## src/rtl/fetch_pkg.sv

```systemverilog
// fetch_pkg
// Shared definitions for the instruction-fetch front end.
//   fetch_state_t : fetch sequencer states (RESET, REQ, WAIT, HOLD)
//   INST_STEP     : byte distance between sequential instructions
//   STALL_CNT_W   : width of the optional decode-stall counter
package fetch_pkg;

  typedef enum logic [1:0] {
    RESET = 2'd0,
    REQ   = 2'd1,
    WAIT  = 2'd2,
    HOLD  = 2'd3
  } fetch_state_t;

  localparam logic [31:0] INST_STEP   = 32'd4;
  localparam int          STALL_CNT_W = 16;

endpackage

```

## src/rtl/pc_incrementer.sv

```systemverilog
// pc_incrementer
// Sequential-address adder for the fetch unit. Produces pc + INST_STEP,
// wrapping modulo 2^32 so the top of the address space rolls over to 0.
// Ports:
//   pc      in  32  current program counter
//   pc_next out 32  pc + INST_STEP (mod 2^32)
module pc_incrementer
  import fetch_pkg::*;
(
  input  logic [31:0] pc,
  output logic [31:0] pc_next
);

  // Plain 32-bit add; carry out is dropped on purpose to get the wrap.
  assign pc_next = pc + INST_STEP;

endmodule

```

## src/rtl/pc_fetch_unit.sv

```systemverilog
// pc_fetch_unit
// Instruction-fetch front end. Owns the program counter, issues one
// instruction-memory request at a time, holds the returned word for decode
// while decode stalls, and then steps the PC sequentially or to a jump target.
// Ports:
//   clk          in  1   rising-edge clock
//   rst          in  1   synchronous active-high reset
//   jump         in  1   held instruction is J/JAL/JR (only used on consume)
//   jumpAddr     in  32  jump target; low two bits are cleared
//   stall        in  1   decode cannot take the held instruction
//   imemReq      out 1   fetch request (registered)
//   imemAddr     out 32  request address, equal to pc
//   imemReady    in  1   memory accepts the request
//   imemValid    in  1   read data valid (only honoured in WAIT)
//   imemData     in  32  instruction word
//   instValid    out 1   inst holds a valid instruction
//   inst         out 32  held instruction
//   pc           out 32  address of current/held instruction
//   pcStepAdder  out 32  pc + 4
//   stallCnt     out 16  saturating count of stalled cycles (STALL_CNT_EN only)
// Optional feature: define STALL_CNT_EN to add the stallCnt output.
module pc_fetch_unit
  import fetch_pkg::*;
#(
  parameter logic [31:0] RESET_PC = 32'h0000_0000
) (
  input  logic        clk,
  input  logic        rst,
  input  logic        jump,
  input  logic [31:0] jumpAddr,
  input  logic        stall,
  output logic        imemReq,
  output logic [31:0] imemAddr,
  input  logic        imemReady,
  input  logic        imemValid,
  input  logic [31:0] imemData,
  output logic        instValid,
  output logic [31:0] inst,
  output logic [31:0] pc,
  output logic [31:0] pcStepAdder
`ifdef STALL_CNT_EN
  ,
  output logic [STALL_CNT_W-1:0] stallCnt
`endif
);

  fetch_state_t state;
  fetch_state_t next_state;
  logic [31:0]  next_pc;
  logic [31:0]  next_inst;
  logic         next_valid;
  logic         next_req;
  logic         consume;

  pc_incrementer u_pc_incrementer (
    .pc      (pc),
    .pc_next (pcStepAdder)
  );

  assign imemAddr = pc;
  assign consume  = instValid && !stall;

  // Next-state and next-register logic. imemReq is registered from the
  // next state so it is high exactly for the cycles spent in REQ.
  always_comb begin
    next_state = state;
    next_pc    = pc;
    next_inst  = inst;
    next_valid = instValid;
    case (state)
      RESET: next_state = REQ;
      REQ: begin
        if (imemReady) next_state = WAIT;
      end
      WAIT: begin
        if (imemValid) begin
          next_state = HOLD;
          next_inst  = imemData;
          next_valid = 1'b1;
        end
      end
      HOLD: begin
        if (consume) begin
          next_pc    = jump ? (jumpAddr & ~32'h3) : pcStepAdder;
          next_valid = 1'b0;
          next_state = REQ;
        end
      end
      default: next_state = RESET;
    endcase
    next_req = (next_state == REQ);
  end

  // State and output registers; reset wins over every state.
  always_ff @(posedge clk) begin
    if (rst) begin
      state     <= RESET;
      pc        <= RESET_PC;
      inst      <= 32'h0;
      instValid <= 1'b0;
      imemReq   <= 1'b0;
    end else begin
      state     <= next_state;
      pc        <= next_pc;
      inst      <= next_inst;
      instValid <= next_valid;
      imemReq   <= next_req;
    end
  end

`ifdef STALL_CNT_EN
  logic [STALL_CNT_W-1:0] stall_cnt;

  // Counts cycles where a valid instruction is blocked by decode, sticking
  // at all-ones instead of wrapping.
  always_ff @(posedge clk) begin
    if (rst) begin
      stall_cnt <= '0;
    end else if (instValid && stall && (stall_cnt != '1)) begin
      stall_cnt <= stall_cnt + 1'b1;
    end
  end

  assign stallCnt = stall_cnt;
`endif

endmodule

```

## config.mk

```make
export PLATFORM = sky130hd
export DESIGN_NAME = pc_fetch_unit
export DESIGN_NICKNAME = d
export VERILOG_FILES = /design/src/rtl/fetch_pkg.sv /design/src/rtl/pc_incrementer.sv /design/src/rtl/pc_fetch_unit.sv
export SDC_FILE = /design/constraint.sdc
export NUM_CORES = 1
export LEC_CHECK = 0
export CAP_MARGIN = 20
export CORE_AREA = 2 2 110 112
export CTS_CLUSTER_SIZE = 20
export DETAILED_ROUTE_END_ITERATION = 10
export DIE_AREA = 0 0 112 114
export PLACE_DENSITY = 0.73
export SYNTH_ARGS = -nofsm -noshare
export SYNTH_HDL_FRONTEND = slang
export SYNTH_SLANG_ARGS = --single-unit
```

## constraint.sdc

```tcl
create_clock -name clk -period 2.6 [get_ports clk]
set_input_delay 0.52 -clock clk [delete_from_list [all_inputs] [get_ports clk]]
set_output_delay 0.52 -clock clk [all_outputs]
set_load 0.1 [all_outputs]
```

-- Word level (Yosys, flattened, before mapping)
Index checks and enable logic that the tools add are counted.
- word-level logic and storage cells: 27
- bits of input ports: 70
- flip-flop bits (word level): 68
- muxes and demuxes: 8
- reduce and logical (&&, ||, !) cells: 7
- eq/ne operators: 6
- add/sub/neg operators: 1
- operators by type and width (cell ; count):
    $add 32x3->32 const B ; 1
    $mux 32 ; 1
    $pmux 2 s4 ; 1
    $mux 2 ; 3
    $eq 2x1->1 const B ; 2
    $eq 2x2->1 const B ; 2
    $ne 2x2->1 const B ; 2
    $reduce_and 2->1 ; 2
    $reduce_and 3->1 ; 1
    $logic_not 2->1 ; 1
    $mux 1 ; 2
    $pmux 1 s2 ; 1
    $reduce_bool 2->1 ; 1
    $logic_and 1x1->1 ; 1
    $logic_not 1->1 ; 1

-- Longest topological paths before layout
Gate-level depths: netlist (run 1).
- depth in word-level cells: 5
- depth in mapped cells: 6
- mapped depth without buffers: 5

-- Cells and area by module
Synthesis (run 1) repeated with hierarchy kept, for this count alone.
- cell total of the unflattened synthesis: 414
- area total of the unflattened synthesis: 3636.0 um2
- modules (own cells, without submodules) (module ; sequential area each (um2) ; cells each ; area each (um2) ; instances):
    pc_fetch_unit ; 1361.3 ; 331 ; 3055.4 ; 1
    pc_incrementer ; 0.0 ; 83 ; 580.6 ; 1

-- Worst setup path after synthesis (run 1)
No wires, ideal clock.
- kind: reg-to-output
- from: register pc[2] (netlist: imemAddr[2])
- to: output pcStepAdder[27]
- data arrival time: 3.940 ns
- stages on the path, launching flop included: 5
- path slack: -1.860 ns
- path through: dfxtp_1 > nand4_1 > or4_1 > or2_2 > xnor2_1
- word-level cells in the longest chain between the ends: 1
- RTL lines (element ; RTL line ; source):
    from (decl) ; pc_fetch_unit.sv:39 ; output logic [31:0] pc,
    from (signal assigned) ; pc_fetch_unit.sv:104 ; pc <= next_pc;
    $add 32x3->32 ; pc_incrementer.sv:15 ; assign pc_next = pc + INST_STEP;
    to (decl) ; pc_fetch_unit.sv:40 ; output logic [31:0] pcStepAdder
No other way between the ends.

-- Final worst setup path (run 1)
- from: register pc[22] (netlist: imemAddr[22])
- to: output pcStepAdder[27]
Same word-level chain as after synthesis.

==> qor.yml, run 1 <==
worstPathMaxFanout: 10
synth_edf_count: 0
core-area_mm2: 0.0117
ctsHoldBuffers: 0
finalWorstSetupSlack_ns: -0.0392
ys_seq_area_frac: 0.334
period_share: 1.02
maxCapViolCount: 0
crit_chain: "nand4_1 > or4_4 > or2_4 > xnor2_4 > buf_12"
leakage_uw: 0.00287
worstPathArrival_ns: 2.12
pwr-share-clk: 0.453
antenna_found_initial: 0
post-route-min-period_ns: 2.64
powerDensity_mw_per_mm2: 360
grt_util_met2: 0.364
rsz0062_at_grt: "true"
drive_gt1_frac: 0.410
root_buffer: "clkbuf_16"
p_comb_frac: 0.151
design_area_mm2: 0.00712
cp_top_family: "simple AND/OR/NAND/NOR gates"
pwr-share-seq: 0.395
met3_usage: 0.0659
max_freq_ghz: 0.379
fillers: 975
hp-class: "reg -> reg"
synth_area_mm2: 0.00395
crit_path_start_kind: "flop"
num_antenna_cells: 0
synth.most_common_cell: "nand2_1"
hpwlAfterDp_um: 10200
drtIter0Drc: 223
r2r-start: "imemAddr[9]$_SDFFE_PP0P_"
syn_inst: 527
relSlewSlack: 0.610
startpoint: "imemAddr[22]$_SDFFE_PP0P_"
netlist_top_cells_count: "nand2_1, dfxtp_1, a21oi_1, buf_4, clkbuf_1"
synth_cell_types: 55
status: "complete, but fails checks"
cts.sinks: 66
ir_drop_uv: 338
worstPathRequired_ns: 2.08
std_cell_rows: 40
finalHoldViolCount: 0
max_stage_delay_ns: 0.52
criticalPathCategory: "reg -> out"
cts_tree: "yes"
clock_skew_ns: 0.00761
first_global_vias: 4352
clock_latency_ns: 0.33
nets: 786
clock_path_buffers: 2
setup_viol_count_final: 2
whs_ns: 0.454
synth_top_area_share: 0.334
htree_levels: 3
holdCritStartpoint: "inst[10]$_SDFFE_PP0P_"
endpoint_kind: "primary output"
wl_per_cell_um: 16.4
grt_max_degree: 57
final_cell_count_no_fill: 867
placed_area_mm2: 0.00648
gp_congestion: 0.843
violations: "negative setup slack"
syn_avg_cell_area_um2: 7.50
cp_slowest_cell: "or4_4"
syn2layout_area_growth_pct: 80.3
first_pass_iters: 4
ios: 200
slew_violations: 0
dp.cells: 813
p_switching_uw: 770
start_util: 0.337
path_clk_slew_ns: 0.06
via_per_inst: 5.43
path_buf_inv: 1
use_met1: 0.251
yosys_register_bits: 66
die_x_um: 112
grt-busiest-layer: "met2"
synth_flop_cell: "dfxtp_1"
grt_use_total: 0.212
power_uw: 2560
drt_wl_total_um: 14200
die_y_um: 114
p_sw_frac: 0.300
postSynth.asyncResetShare: 0
synth_area_leaders: "dfxtp_1, nand2_1, buf_4"
port_buffers: 191
overflow: 0
drc: 0
dieArea_mm2: 0.0128
p_int_uw: 1790
fin_tns_setup_ns: -0.0461
yosys_warnings: 0
grt_pass1_wl_um: 21900
vias: 4710
ant_nets: 0
tightest_slew_ns: 0.585
synth_top_cell_by_area: "dfxtp_1"
numCtsBuffers: 9
==> stage by stage <==
| step | worst slack [ns] | utilization |
|---|---|---|
| after detailed placement | 0.184 | 0.553 |
| final | -0.0392 | 0.608 |
| after CTS | -0.0572 | 0.593 |
| after global routing | -0.102 | 0.608 |
| after global placement | 0.206 | 0.553 |
| after floorplan | -0.414 | - |
==> layout make-up <==
cell class	instances	area (um2)	share of cell area
multi-input combinational	376	2780	0.391
timing repair buffer	253	2420	0.340
sequential	66	1420	0.200
clock buffer	9	225	0.0316
tap	147	184	0.0258
clock inverter	7	50.0	0.00703
inverter	9	33.8	0.00474
==> state kept, by name, indices dropped and copies added, names as in the netlist <==
signal     count
inst          32
instValid      1
imemReq        1
imemAddr      30
state          2
==> cell usage in the layout (no fill, tap or decap), drive strengths merged, types with 3 or more instances in the layout <==
| cell type | count |
|---|---|
| a32o | 4 |
| o32ai | 3 |
| conb | 6 |
| or4 | 5 |
| o211ai | 9 |
| nand3 | 16 |
| nand2 | 95 |
| and3 | 9 |
| o311ai | 3 |
| a21oi | 46 |
| xor2 | 8 |
| nand3b | 4 |
| nor4 | 7 |
| or3 | 4 |
| and4 | 6 |
| clkbuf | 9 |
| dfxtp | 66 |
| buf | 188 |
| xnor2 | 17 |
| clkdlybuf4s50 | 65 |
| nor3 | 15 |
| o31ai | 4 |
| a22o | 4 |
| nand4 | 17 |
| a31oi | 19 |
| and2 | 4 |
| nor3b | 4 |
| nor2 | 26 |
| a311o | 3 |
| a32oi | 3 |
| o21ai | 13 |
| inv | 14 |
==> path summary, 6_finish.rpt <==
kind	to	depth (start not counted)	slack, ns
setup / recovery	pcStepAdder[27]	5	-0.04
hold / removal	inst[10]$_SDFFE_PP0P_	2	0.45
setup reg to reg	imemAddr[26]$_SDFFE_PP0P_	5	0.47
hold reg to reg	inst[10]$_SDFFE_PP0P_	2	0.45
==> repair_timing <==
| action | CTS | global route |
|---|---|---|
| endpoints found under the setup margin | 11 | 14 |
| gates resized for setup | 8 | 12 |
| pin swaps | 7 | 8 |
| setup buffers | 21 | 17 |
==> layer usage <==
layer  vias to the layer above  wire length [um]
met5                         -                 0
met4                         0               274
met3                        20              1260
met2                       224              7140
met1                      2242              5550
li1                       2224                 -
==> power by group through the flow <==
| stage | Sequential [uW] | Combinational [uW] | Clock [uW] |
|---|---|---|---|
| floorplan | 1140 | 136 | 0 |
| global placement | 1040 | 383 | 0 |
| detailed placement | 1040 | 385 | 0 |
| CTS | 1020 | 387 | 1180 |
| global route | 1020 | 407 | 1240 |
| finish | 1010 | 388 | 1160 |
==> worst register-to-register path, delay by kind of cell, from the launching register on <==
family | cells | cell delay (ns)
AND/OR/NAND/NOR | 3 | 1.32
buffers and inverters | 1 | 0.17
AO/OA/AOI/OAI | 1 | 0.17
flip-flops | 1 | 0.38
==> cell families after synthesis <==
kind of cell,share of synthesized area
multiplexers,0.00253
AO/OA/AOI/OAI,0.202
flip-flops,0.334
AND/OR/NAND/NOR,0.278
XOR/XNOR,0.0554
buffers and inverters,0.124
other,0.000949
adder cells (fa/ha/maj),0.00317
No activity file was read; power rests on OpenSTA's default activity.
==> inputs of run 2 (changes only) <==
CORE_AREA = 2 2 105 107   (was 2 2 110 112)
DIE_AREA = 0 0 107 109   (was 0 0 112 114)
PLACE_DENSITY = 0.76   (was 0.73)
SYNTH_HIERARCHICAL = 1   (was unset)
==> run 2 against run 1 <==
Effect of this change: the flow still finishes with violations (negative setup slack); highest routed layer unchanged; hold slack improved by 0.0037 ns; critical path depth rose by 1; critical path type unchanged; setup slack improved by 0.031 ns; critical endpoint is now pcStepAdder[31]; global-route usage fell by 2.8 points; register-to-register slack improved by 0.17 ns; fmax rose by 1.2%.
==> qor.yml, run 2 <==
status: "complete, but fails checks"
violations: "negative setup slack"
criticalPathCategory: "reg -> out"
grt_max_degree: 33  # -42%
gp_congestion: 0.760  # -9.8%
port_buffers: 197  # +3.1%
die_x_um: 107  # -4.5%
nets: 667  # -15%
post-route-min-period_ns: 2.61  # -0.0314 ns
via_per_inst: 4.79  # -12%
slew_violations: 0  # unchanged
clock_path_buffers: 2  # unchanged
finalWorstSetupSlack_ns: -0.00780  # +0.0314 ns
max_stage_delay_ns: 0.37  # -0.15 ns
dp.cells: 702  # -14%
die_y_um: 109  # -4.4%
first_pass_iters: 4  # unchanged
ant_nets: 0  # unchanged
drive_gt1_frac: 0.469  # +0.0595
power_uw: 2540  # -1.1%
path_buf_inv: 2  # +1
synth_top_area_share: 0.374  # +0.0400
std_cell_rows: 38  # -5.0%
drc: 0  # unchanged
rsz0062_at_grt: "true"
hp-class: "reg -> reg"
ios: 200  # unchanged
r2r-end: "imemAddr[28]$_SDFFE_PP0P_"
synth_area_leaders: "dfxtp_1, a211oi_2, mux2i_1"
yosys_warnings: 6  # +6
finalHoldViolCount: 0  # unchanged
netlist_top_cells_count: "nand2_1, dfxtp_1, buf_4, nor2_1, a21oi_1"
leakage_uw: 0.00269  # -6.3%
final_cell_count_no_fill: 741  # -15%
core-area_mm2: 0.0106  # -9.5%
numCtsBuffers: 9  # unchanged
vias: 3551  # -25%
syn_avg_cell_area_um2: 8.78  # +17%
synth_fp_nets: 485
ir_drop_uv: 352  # +4.2%
worstPathArrival_ns: 2.09  # -0.03 ns
dieArea_mm2: 0.0117  # -8.7%
htree_levels: 3  # unchanged
period_share: 1.00  # -0.0121
synth_area_mm2: 0.00364  # -8.0%
holdCritStartpoint: "inst[9]$_SDFFE_PP0P_"
r2r-start: "imemAddr[3]$_SDFFE_PP0P_"
hold_depth: 2  # unchanged
hpwlAfterDp_um: 7790  # -23%
whs_endpoint: "inst[9]$_SDFFE_PP0P_"
ctsHoldBuffers: 0  # unchanged
crit_path_start_kind: "flop"
grt_pass1_wl_um: 16800  # -23%
crit_chain: "nand4_1 > nor4_4 > buf_6 > nand4_1 > xnor2_4 > buf_12"
worstPathRequired_ns: 2.08  # about the same
drt_wl_total_um: 10600  # -25%
root_buffer: "clkbuf_8"
antenna_found_initial: 0  # unchanged
overflow: 0  # unchanged
synth_cell_types: 35  # -36%
cts.sinks: 68  # +3.0%
maxCapViolCount: 0  # unchanged
synth.most_common_cell: "nand2_1"
postSynth.asyncResetShare: 0  # unchanged
first_global_vias: 3454  # -21%
cts_tree: "yes"
synth_top_cell_by_area: "dfxtp_1"
layout_common_cells: "buf_4, nand2_1, clkdlybuf4s50_1, dfxtp_1"
syn_inst: 414  # -21%
setup_viol_count_final: 1  # -1
drtIter0Drc: 86  # -61%
syn2layout_area_growth_pct: 79.0
synth_flop_cell: "dfxtp_1"
ys_seq_area_frac: 0.374  # +0.0400
powerDensity_mw_per_mm2: 390  # +8.2%
reg2reg_setup_slack_ns: 0.64  # +0.17 ns
max_freq_ghz: 0.383  # +1.2%
cp_top_family: "simple AND/OR/NAND/NOR gates"
cp_slowest_cell: "dfxtp_4"
grt_use_total: 0.184  # -0.0281
final_common_cell: "buf_4"
tightest_slew_ns: 0.416  # -0.168 ns
num_antenna_cells: 0  # unchanged
clock_skew_ns: 0.0103  # +0.00271 ns
yosys_register_bits: 68  # +3.0%
start_util: 0.343  # +0.00554
worstPathMaxFanout: 8  # -2
relSlewSlack: 0.722  # +0.112
wl_per_cell_um: 14.4  # -12%
synth_edf_count: 0  # unchanged
reg2reg_depth: 9  # +4
path_clk_slew_ns: 0.08  # +0.02 ns
path_common_cell: "nand4_1"
clock_latency_ns: 0.34  # about the same
endpoint_kind: "primary output"
[run 2: per-stage QoR]
step	TNS [ns]	setup WS [ns]	instance area [um2]	util	hold WS [ns]
after global routing	-0.345	-0.0985	6510	0.614	0.479
after global placement	0	0.185	6070	0.573	0.444
after detailed placement	0	0.167	6070	0.573	0.450
final	-0.00780	-0.00780	6510	0.614	0.458
after CTS	-0.0945	-0.0845	6450	0.609	0.460
after floorplan	-3.19	-0.252	4250	-	0.522
[run 2: worst min-delay path: stages (launching register included)]
cell and delay (ns):
dfxtp_1 0.31, nand2_1 0.05, a21oi_1 0.05
[run 2: routing by layer]
layer / share of wire / vias to the layer above / wire, um / global-route usage
li1: - / 1746 / - / -
met1: 0.40 / 1678 / 4280 / 0.214
met2: 0.52 / 118 / 5510 / 0.323
met3: 0.067 / 9 / 714 / 0.0472
met4: 0.012 / 0 / 129 / 0.0751
met5: 0 / - / 0 / 0
[run 2: repair_timing]
action,4_1_cts,5_1_grt
setup endpoints to repair,16,9
gates resized for setup,4,1
pin swaps,11,9
buffers inserted,16,7
[run 2: kinds of logic after synthesis]
group,after synthesis,share of synthesized area
AOI/OAI and AO/OA,69,0.156
xor gates and xnor gates,28,0.0674
adders and majority gates,1,0.00344
buffers and inverters,61,0.113
DFF,68,0.374
muxes,30,0.0826
and+or+nand+nor,157,0.204
[run 2: worst max-delay path by stage]
stage | slack, ns | start | cells after the start | to
floorplan | -0.25 | imemAddr[2]$_SDFFE_PP0P_ | 5 | pcStepAdder[28]
global placement | 0.18 | imemAddr[3]$_SDFFE_PP0P_ | 7 | pcStepAdder[28]
detailed placement | 0.17 | imemAddr[3]$_SDFFE_PP0P_ | 7 | pcStepAdder[28]
CTS | -0.08 | imemAddr[10]$_SDFFE_PP0P_ | 6 | pcStepAdder[31]
global route | -0.1 | imemAddr[2]$_SDFFE_PP0P_ | 6 | pcStepAdder[31]
finish | -0.008 | imemAddr[2]$_SDFFE_PP0P_ | 6 | pcStepAdder[31]
[run 2: final cells by class]
type,instances,area (um2)
Clock buffer,13,201
Multi-Input combinational cell,285,2390
Fill cell,877,4100
Clock inverter,3,45.0
Sequential cell,68,1460
Inverter,2,7.51
Timing Repair Buffer,230,2230
Tap cell,140,175
[run 2: report_power, final]
| group | switching (uW) | internal (uW) | total [uW] |
|---|---|---|---|
| logic | 268 | 172 | 440 |
| clock network | 422 | 617 | 1040 |
| registers | 18.9 | 1040 | 1060 |
| total | 709 | 1830 | 2540 |
==> inputs of run 3 (changes only) <==
CTS_CLUSTER_DIAMETER = 30   (was unset)
==> results of run 3 <==
Final layout, timing and power as in run 2 (identical DEF).
